**config.mk**
```make
export PLATFORM = sky130hd
export DESIGN_NAME = serial_adder_flat
export DESIGN_NICKNAME = d
export VERILOG_FILES = /design/src/rtl/serial_adder_pkg.sv /design/src/rtl/serial_adder_if.sv /design/src/rtl/serial_adder_fa.sv /design/src/rtl/serial_adder.sv /design/src/flat_wrapper.sv
export SDC_FILE = /design/constraint.sdc
export NUM_CORES = 1
export LEC_CHECK = 0
export BUFFER_PORTS_ARGS = -buffer_cell sky130_fd_sc_hd__buf_2
export CAP_MARGIN = 10
export CORE_MARGIN = 1.5
export CORE_UTILIZATION = 28
export CTS_CLUSTER_DIAMETER = 120
export DETAILED_ROUTE_END_ITERATION = 10
export PLACE_DENSITY = 0.56
export SYNTH_ARGS = -nofsm -noshare
export SYNTH_HDL_FRONTEND = slang
export SYNTH_SLANG_ARGS = --single-unit
```
**constraint.sdc**
```tcl
create_clock -name clk -period 3.8 [get_ports clk]
set_clock_uncertainty 0.2 [all_clocks]
set_input_delay 0.38 -clock clk [delete_from_list [all_inputs] [get_ports clk]]
set_output_delay 0.38 -clock clk [all_outputs]
set_load 0.01 [all_outputs]
```
**src/rtl/serial_adder_pkg.sv**
```systemverilog
// Shared definitions for the bit-serial adder: state encodings, default width,
// and the counter-width helper.
package serial_adder_pkg;

  localparam int DEFAULT_WIDTH = 8;

  typedef enum logic [1:0] {
    IDLE  = 2'd0,
    SHIFT = 2'd1,
    DONE  = 2'd2
  } state_e;

  // Counter must reach WIDTH without wrapping.
  function automatic int cnt_width(input int width);
    return $clog2(width + 1);
  endfunction

endpackage

```
**src/rtl/serial_adder_if.sv**
```systemverilog
// Request/result bundle of the serial adder; the master issues operands and
// start, the slave returns busy/done and the registered result.
interface serial_adder_if
  import serial_adder_pkg::*;
#(
  parameter int WIDTH = DEFAULT_WIDTH
);
  logic             start;
  logic [WIDTH-1:0] a;
  logic [WIDTH-1:0] b;
  logic             cin;
  logic             busy;
  logic             done;
  logic [WIDTH-1:0] sum;
  logic             cout;

  modport master (output start, a, b, cin, input busy, done, sum, cout);
  modport slave  (input start, a, b, cin, output busy, done, sum, cout);
endinterface

```
**src/rtl/serial_adder_fa.sv**
```systemverilog
// One-bit full-adder cell used as the serial adder's datapath.
module full_adder (
  output logic S,
  output logic Cout,
  input  logic A,
  input  logic B,
  input  logic Cin
);
  assign S    = A ^ B ^ Cin;
  assign Cout = (A & B) | (Cin & (A ^ B));
endmodule

```
**src/rtl/serial_adder.sv**
```systemverilog
// Bit-serial adder: captures operands on start, adds one bit per clock LSB
// first through a single full-adder cell, and pulses done after WIDTH shifts.
module serial_adder
  import serial_adder_pkg::*;
#(
  parameter int WIDTH = DEFAULT_WIDTH
) (
  input  logic           clk,
  input  logic           rst_n,
  serial_adder_if.slave  bus
);
  localparam int CW = cnt_width(WIDTH);

  state_e           state_q;
  logic [WIDTH-1:0] a_sr_q;
  logic [WIDTH-1:0] b_sr_q;
  logic [WIDTH-1:0] sum_q;
  logic [WIDTH-1:0] sum_d;
  logic [CW-1:0]    cnt_q;
  logic             carry_q;
  logic             cout_q;
  logic             busy_q;
  logic             done_q;
  logic             fa_s;
  logic             fa_c;
  logic             last_bit;

  full_adder u_fa (
    .S    (fa_s),
    .Cout (fa_c),
    .A    (a_sr_q[0]),
    .B    (b_sr_q[0]),
    .Cin  (carry_q)
  );

  // Sum bits enter at the MSB so the LSB lands at bit 0 after WIDTH shifts.
  assign sum_d    = {fa_s, sum_q[WIDTH-1:1]};
  assign last_bit = (cnt_q == CW'(WIDTH - 1));

  always_ff @(posedge clk or negedge rst_n) begin
    if (!rst_n) begin
      state_q <= IDLE;
      a_sr_q  <= '0;
      b_sr_q  <= '0;
      sum_q   <= '0;
      cnt_q   <= '0;
      carry_q <= 1'b0;
      cout_q  <= 1'b0;
      busy_q  <= 1'b0;
      done_q  <= 1'b0;
    end else begin
      case (state_q)
        IDLE: begin
          done_q <= 1'b0;
          if (bus.start) begin
            a_sr_q  <= bus.a;
            b_sr_q  <= bus.b;
            carry_q <= bus.cin;
            cnt_q   <= '0;
            busy_q  <= 1'b1;
            state_q <= SHIFT;
          end
        end
        SHIFT: begin
          a_sr_q  <= a_sr_q >> 1;
          b_sr_q  <= b_sr_q >> 1;
          sum_q   <= sum_d;
          carry_q <= fa_c;
          cnt_q   <= cnt_q + CW'(1);
          if (last_bit) begin
            cout_q  <= fa_c;
            done_q  <= 1'b1;
            state_q <= DONE;
          end
        end
        DONE: begin
          done_q  <= 1'b0;
          busy_q  <= 1'b0;
          state_q <= IDLE;
        end
        default: begin
          done_q  <= 1'b0;
          busy_q  <= 1'b0;
          state_q <= IDLE;
        end
      endcase
    end
  end

  assign bus.busy = busy_q;
  assign bus.done = done_q;
  assign bus.sum  = sum_q;
  assign bus.cout = cout_q;

endmodule

```
**src/flat_wrapper.sv**
```systemverilog
// flat-port wrapper written by rule: the top's interface ports become plain ports
module serial_adder_flat import serial_adder_pkg::*;
#(
  parameter int WIDTH = DEFAULT_WIDTH
)
  (clk, rst_n, bus_start, bus_a, bus_b, bus_cin, bus_busy, bus_done, bus_sum, bus_cout);
  serial_adder_if #(.WIDTH(WIDTH)) bus_i ();
  input  logic clk;
  input  logic rst_n;
  input wire logic [$bits(bus_i.start)-1:0] bus_start;
  input wire logic [$bits(bus_i.a)-1:0] bus_a;
  input wire logic [$bits(bus_i.b)-1:0] bus_b;
  input wire logic [$bits(bus_i.cin)-1:0] bus_cin;
  output wire logic [$bits(bus_i.busy)-1:0] bus_busy;
  output wire logic [$bits(bus_i.done)-1:0] bus_done;
  output wire logic [$bits(bus_i.sum)-1:0] bus_sum;
  output wire logic [$bits(bus_i.cout)-1:0] bus_cout;
  assign bus_i.start = bus_start;
  assign bus_i.a = bus_a;
  assign bus_i.b = bus_b;
  assign bus_i.cin = bus_cin;
  assign bus_busy = bus_i.busy;
  assign bus_done = bus_i.done;
  assign bus_sum = bus_i.sum;
  assign bus_cout = bus_i.cout;
  serial_adder #(.WIDTH(WIDTH)) u_core (.clk(clk), .rst_n(rst_n), .bus(bus_i));
endmodule
```
==> results of run 1 <==
## layout make-up
class / count / share of cell area (%)
Sequential cell: 34 / 47.65
Multi-Input combinational cell: 109 / 34.13
Timing Repair Buffer: 31 / 8.830
Tap cell: 70 / 4.905
Clock buffer: 7 / 4.275
Inverter: 1 / 0.2102
## Yosys cell counts, types with 2 or more instances
| library cell | instances |
|---|---|
| nand2_1 | 36 |
| o21ai_1 | 3 |
| a22oi_1 | 14 |
| o21ai_0 | 15 |
| dfrtp_1 | 34 |
| clkbuf_1 | 3 |
| nor2_1 | 4 |
| buf_4 | 2 |
| nor2b_1 | 12 |
| a21oi_1 | 10 |
| buf_2 | 4 |
| nand3_1 | 2 |
## path summary, 6_finish.rpt
check,startpoint,endpoint,slack (ns),cells after the start
min in group clk,bus_b[7],u_core.b_sr_q[7]$_DFFE_PN0P_,0.17,2
setup reg to reg,u_core.state_q[0]$_DFFE_PN0P_,u_core.bus.cout$_DFFE_PN0P_,1.66,3
hold reg to reg,u_core.bus.sum[0]$_DFFE_PN0P_,u_core.bus.sum[0]$_DFFE_PN0P_,0.28,2
setup / recovery,u_core.state_q[0]$_DFFE_PN0P_,u_core.bus.cout$_DFFE_PN0P_,1.66,3
hold / removal,rst_n,u_core.a_sr_q[0]$_DFFE_PN0P_,-0.03,1
max in group asynchronous,rst_n,u_core.state_q[0]$_DFFE_PN0P_,2.95,1
## power by group
group          leakage (nW)  total [mW]  internal [mW]  switching [mW]
logic                 0.365       0.477          0.210           0.267
registers             0.440       0.660          0.512           0.148
clock network        0.0383       0.246          0.126           0.120
total                 0.843        1.38          0.847           0.535
## stage by stage
stage	cell area, sq um	std cells	hold slack (ns)	power (mW)	util [%]
after floorplan	1525	155	-0.1156	1.007	-
after CTS	1785	252	0.002926	1.403	34.52
after detailed placement	1709	245	0.2656	1.148	33.04
after global placement	1709	245	0.2663	1.134	33.04
final	1785	252	-0.02785	1.383	34.52
after global routing	1785	252	0.03724	1.507	34.52
## cell families (layout without fill, tap and decap cells)
| kind of cell | after synthesis | after routing |
|---|---|---|
| simple gates | 57 | 57 |
| buf+inv | 12 | 39 |
| mux | 2 | 2 |
| flops | 34 | 34 |
| fa+ha+maj | 2 | 2 |
| compound gates | 48 | 48 |
## critical path, delay by kind of cell, from the launching register on
kind             cells  cell delay (ns)
multiplexers         1             0.34
flip-flops           1             0.80
AND/OR/NAND/NOR      2             0.68
## registers in the layout, summed over array words and instances, names as in the netlist
name / cells
u_core.a_sr_q: 8
u_core.b_sr_q: 8
u_core.bus.busy: 1
u_core.bus.cout: 1
u_core.bus.done: 1
u_core.bus.sum: 8
u_core.carry_q: 1
u_core.cnt_q: 4
u_core.state_q: 2
## metal layers
layer / global-route usage, % / wire (um) / vias to the layer above
li1: - / - / 584
met1: 17.04 / 1669 / 568
met2: 16.46 / 1440 / 22
met3: 3.333 / 116 / 5
met4: 3.889 / 24 / 0
met5: 0 / 0 / -
==> out/qor.csv, run 1 <==
stage,metric,value,unit
sta,hold_viol,34,
synth,synth_top_area_share,55.78,%
run,drv_cap,0,
clock_tree,cts_hold_buf,0,
route,ant_nets,0,
power,leakage,0.8433,nW
clock_tree,cts_tree,built,
final_layout,most-common-layout-cells,"nand2_1 (36), dfrtp_1 (34), buf_2 (30)",
sta,fin_ws,1.660,ns
sta,relSlewSlack,48.57,%
outcome,outcome,finished with violations,
critical_path,slowest_delay,0.80,ns
sta,tightest_slew,0.7698,ns
route,routed_wl,3.250,mm
final_layout,area.growth.synth_to_final,17.06,%
synth,synth_fa_ha_area_share,2.133,%
synth,seq_area_frac_synth,55.78,%
critical_path,cp_cell_sequence,nand2b_1 > nor3_2 > mux2_1,
synth,synth_flop_cell,dfrtp_1,
floorplanning,die_width,76.81,um
final_layout,final_nets,204,
synth,avgSynthCellArea,9.840,sq um
synth,synth.distinct_cells,28,
clock_tree,clk_path_buf_depth,2,
sta,fmax,467.4,MHz
floorplanning,dieArea,5899,sq um
route,drt_pre_antenna_iters,4,
floorplanning,start_util,29.49,%
sta,rsz0062_at_grt,false,
synth,async_reset_ff_share,100.0,%
place,pre_cts_ws,1.644,ns
synth,synth_edf_count,0,
final_layout,final-seq-area,850.8,sq um
synth,synth_largest_area_cell,dfrtp_1,
clock_tree,cts-root-buf,clkbuf_8,
synth,syn_nets,177,
clock_tree,cts_buffers,5,
grt,grt_pass1_vias,1136,
power,peakVddDrop,0.3981,mV
synth,syn_inst,155,
synth,syn_area,1525,sq um
route,drc_errors,0,
route,vias,1179,
grt,grt_usage,11.71,%
floorplanning,coreArea,5172,sq um
final_layout,fill_cells,553,
critical_path,critPathLaunchType,flip-flop,
critical_path,worstPathArrival,2.09,ns
worst_hold_path,hp-class,input port to asynchronous set/reset pin,
floorplanning,num_rows,26,
final_layout,n_antenna_cell,0,
outcome,violations,negative hold slack,
grt,grt_pass1_wl,5.533,mm
sta,finalCritPeriodShare,56.30,%
floorplanning,die_y,76.81,um
critical_path,critPathMaxFanout,23,
critical_path,path_class,flip-flop to flip-flop,
critical_path,end_kind,flip-flop,
place,io_buffers,30,
route,wl_per_cell,12.90,um
grt,grt-ovfl-total,0,
grt,antenna_found_initial,0,
sta,report.final.slew_viol_count,0,
critical_path,cp_slowest_cell,dfrtp_1,
clock_tree,cts_htree_levels,2,
clock_tree,ctsResizeCount,0,
synth,synth_warnings,0,
critical_path,critPathRequiredTime,3.76,ns
route,drt_iter0_drc,65,
final_layout,drive_above_1_share,20.88,%
place,gp_routability_congestion,0.7043,
route,via_per_inst,4.679,
clock_tree,cts.sinks,34,
clock_tree,clk_pin_slew,0.07,ns
sta,finalSetupViolations,0,
synth,yosys.area_share.xor_xnor,0,%
sta,period_needed,2.140,ns
final_layout,final_common_cell,nand2_1,
sta,final.setup.tns,0,ns
synth,synth-seq-cells,34,
synth,yosys.area_share.simple,16.90,%
final_layout,multi_input_area,609.3,sq um
floorplanning,boundaryPins,31,
synth,synth.area.top_cells,"dfrtp_1 (56%), nand2_1 (8.9%), a22oi_1 (6.9%)",
sta,hold_ws,-0.02785,ns
grt,grt_max_degree,35,
clock_tree,clkLatencyLatePin,0.28,ns
synth,synth-compound-area-share,19.52,%
place,dp_hpwl,2.150,mm
synth,synth_top_family_by_area,compound AO/OA/AOI/OAI gates,
synth,synth_mux_area_share,1.395,%
power,power_density,774.4,nW/um^2
clock_tree,post_cts_buffers,0,
Note: power is estimated with default switching activity, not from simulation.
==> run 2: changes to the inputs <==
- clock period: 3.8 -> 2 ns (I/O delays scaled with it)
==> out/qor.csv, run 2 (synthesis gave the netlist of run 1 again) <==
stage,metric,value,unit,change
final_layout,most-common-layout-cells,"nand2_1 (36), dfrtp_1 (34), buf_2 (30)",,unchanged
critical_path,critPathRequiredTime,2.00,ns,was 3.76 ns
floorplanning,boundaryPins,31,,unchanged
clock_tree,clkLatencyLatePin,0.28,ns,about the same
sta,hold_viol,0,,was 34
critical_path,path_class,flip-flop to flip-flop,,unchanged
sta,tightest_slew,0.7692,ns,was 0.7698 ns
sta,rsz0062_at_grt,false,,unchanged
grt,use_met1,15.85,%,was 17.04%
route,vias,1211,,"was 1,179"
power,swShare,38.13,%,was 38.72%
run,drv_cap,0,,unchanged
floorplanning,coreArea,5172,sq um,unchanged
clock_tree,cts_hold_buf,2,,was 0
final_layout,drive_above_1_share,24.61,%,was 20.88%
final_layout,final_common_cell,nand2_1,,unchanged
critical_path,end_kind,flip-flop,,unchanged
clock_tree,cts_htree_levels,2,,unchanged
floorplanning,num_rows,26,,unchanged
grt,use_met3,3.214,%,was 3.333%
place,io_buffers,30,,unchanged
grt,grt-ovfl-total,0,,unchanged
place,gp_routability_congestion,0.7529,,was 0.7043
clock_tree,clk_path_buf_depth,2,,unchanged
final_layout,area.growth.synth_to_final,22.56,%,was 17.06%
route,routed_wl,3.293,mm,was 3.250 mm
critical_path,critPathMaxFanout,10,,was 23
clock_tree,cts-root-buf,clkbuf_8,,unchanged
route,drc_errors,0,,unchanged
grt,antenna_found_initial,0,,unchanged
power,p_comb_share,37.3,%,was 34.5%
sta,final.setup.tns,0,ns,unchanged
power,seq_power_share,43.5,%,was 47.7%
route,drt_pre_antenna_iters,4,,unchanged
critical_path,worstPathArrival,1.67,ns,was 2.09 ns
sta,finalCritPeriodShare,83.37,%,was 56.30%
sta,period_needed,1.667,ns,was 2.140 ns
clock_tree,cts_tree,built,,unchanged
power,peakVddDrop,0.4717,mV,was 0.3981 mV
place,place_area,1754,sq um,was 1709 sq um
power,power_density,1483,nW/um^2,was 774.4 nW/um^2
final_layout,final_area,1869,sq um,was 1785 sq um
power,p_clk_share,19.1,%,was 17.8%
final_layout,n_antenna_cell,0,,unchanged
power,power.internal,1.715,mW,was 0.8472 mW
sta,report.final.slew_viol_count,0,,unchanged
grt,grt_max_degree,35,,unchanged
grt,grt_pass1_wl,5.664,mm,was 5.533 mm
clock_tree,post_cts_buffers,0,,unchanged
route,ant_nets,0,,unchanged
route,via_per_inst,4.640,,was 4.679
clock_tree,ctsResizeCount,0,,unchanged
grt,grt_usage,12.11,%,was 11.71%
floorplanning,die_width,76.81,um,unchanged
sta,relSlewSlack,48.72,%,was 48.57%
grt,top_usage_layer,met2,,was met1
route,drt_iter0_drc,55,,was 65
worst_hold_path,hp-class,input port to flip-flop,,was input port to asynchronous set/reset pin
grt,grt_pass1_vias,1223,,"was 1,136"
grt,use_met2,18.85,%,was 16.46%
final_layout,fill_cells,550,,was 553
route,wl_per_cell,12.62,um,was 12.90 um
critical_path,critPathLaunchType,flip-flop,,unchanged
place,dp_hpwl,2.263,mm,was 2.150 mm
sta,finalSetupViolations,0,,unchanged
clock_tree,cts_buffers,5,,unchanged
sta,fmax,599.7,MHz,was 467.4 MHz
clock_tree,cts.sinks,34,,unchanged
final_layout,final_nets,212,,was 204
clock_tree,clk_pin_slew,0.07,ns,about the same
power,leakage,0.8896,nW,was 0.8433 nW
power,p_switching,1.057,mW,was 0.5354 mW
outcome,outcome,completed,,was finished with violations
floorplanning,die_y,76.81,um,unchanged
floorplanning,start_util,29.49,%,unchanged
floorplanning,dieArea,5899,sq um,unchanged
-- run 2: path summary, 6_finish.rpt --
path                                               start                             to  slack (ns)  cells past startpoint
hold / removal                                  bus_b[7]   u_core.b_sr_q[7]$_DFFE_PN0P_       0.005                      2
hold reg to reg            u_core.bus.sum[0]$_DFFE_PN0P_  u_core.bus.sum[0]$_DFFE_PN0P_        0.28                      2
setup / recovery           u_core.state_q[1]$_DFFE_PN0P_     u_core.carry_q$_DFFE_PN0P_        0.33                      3
min in group asynchronous                          rst_n  u_core.bus.sum[0]$_DFFE_PN0P_        0.33                      2
max in group asynchronous                          rst_n   u_core.a_sr_q[7]$_DFFE_PN0P_        0.79                      2
setup reg to reg           u_core.state_q[1]$_DFFE_PN0P_     u_core.carry_q$_DFFE_PN0P_        0.33                      3
-- run 2: worst max-delay path, cell delays in order (launching register included) --
cell     delay, ns
dfrtp_1       0.48
nor2b_1       0.58
a21oi_1       0.15
o21ai_0       0.18
-- run 2: metrics by stage --
step	util (%)	std cells	worst slack, ns	total power, mW	hold WS [ns]
after floorplan	-	155	0.5787	1.914	-0.2956
after global routing	36.14	261	0.1688	3.013	0.001037
final	36.14	261	0.3326	2.772	0.005438
after global placement	33.91	251	0.3611	2.245	0.1346
after CTS	36.14	261	0.3099	2.816	0.0005572
after detailed placement	33.91	251	0.3011	2.271	0.1199
-- run 2: area by class of cell --
cell class / count / area, sq um / area share [%]
Multi-Input combinational cell: 109 / 609.3 / 32.60
Tap cell: 70 / 87.58 / 4.685
Timing Repair Buffer: 39 / 222.7 / 11.91
Clock buffer: 6 / 82.58 / 4.418
Sequential cell: 34 / 850.8 / 45.52
Inverter: 1 / 3.754 / 0.2008
Clock inverter: 2 / 12.51 / 0.6693
-- run 2: routing by layer --
layer | share of wire (%) | routed length (um) | up-vias
met5 | 0 | 0 | -
met4 | 0.91 | 30 | 0
met3 | 3.7 | 123 | 4
met2 | 46 | 1521 | 24
met1 | 49 | 1618 | 581
li1 | - | - | 602
-- run 2: power by group through the flow --
stage	combinational (mW)	sequential (mW)	clock (mW)
after floorplan	0.719	1.20	0
after global routing	1.18	1.25	0.582
after global placement	1.03	1.22	0
final	1.03	1.21	0.531
after detailed placement	1.05	1.22	0
after CTS	1.05	1.21	0.551
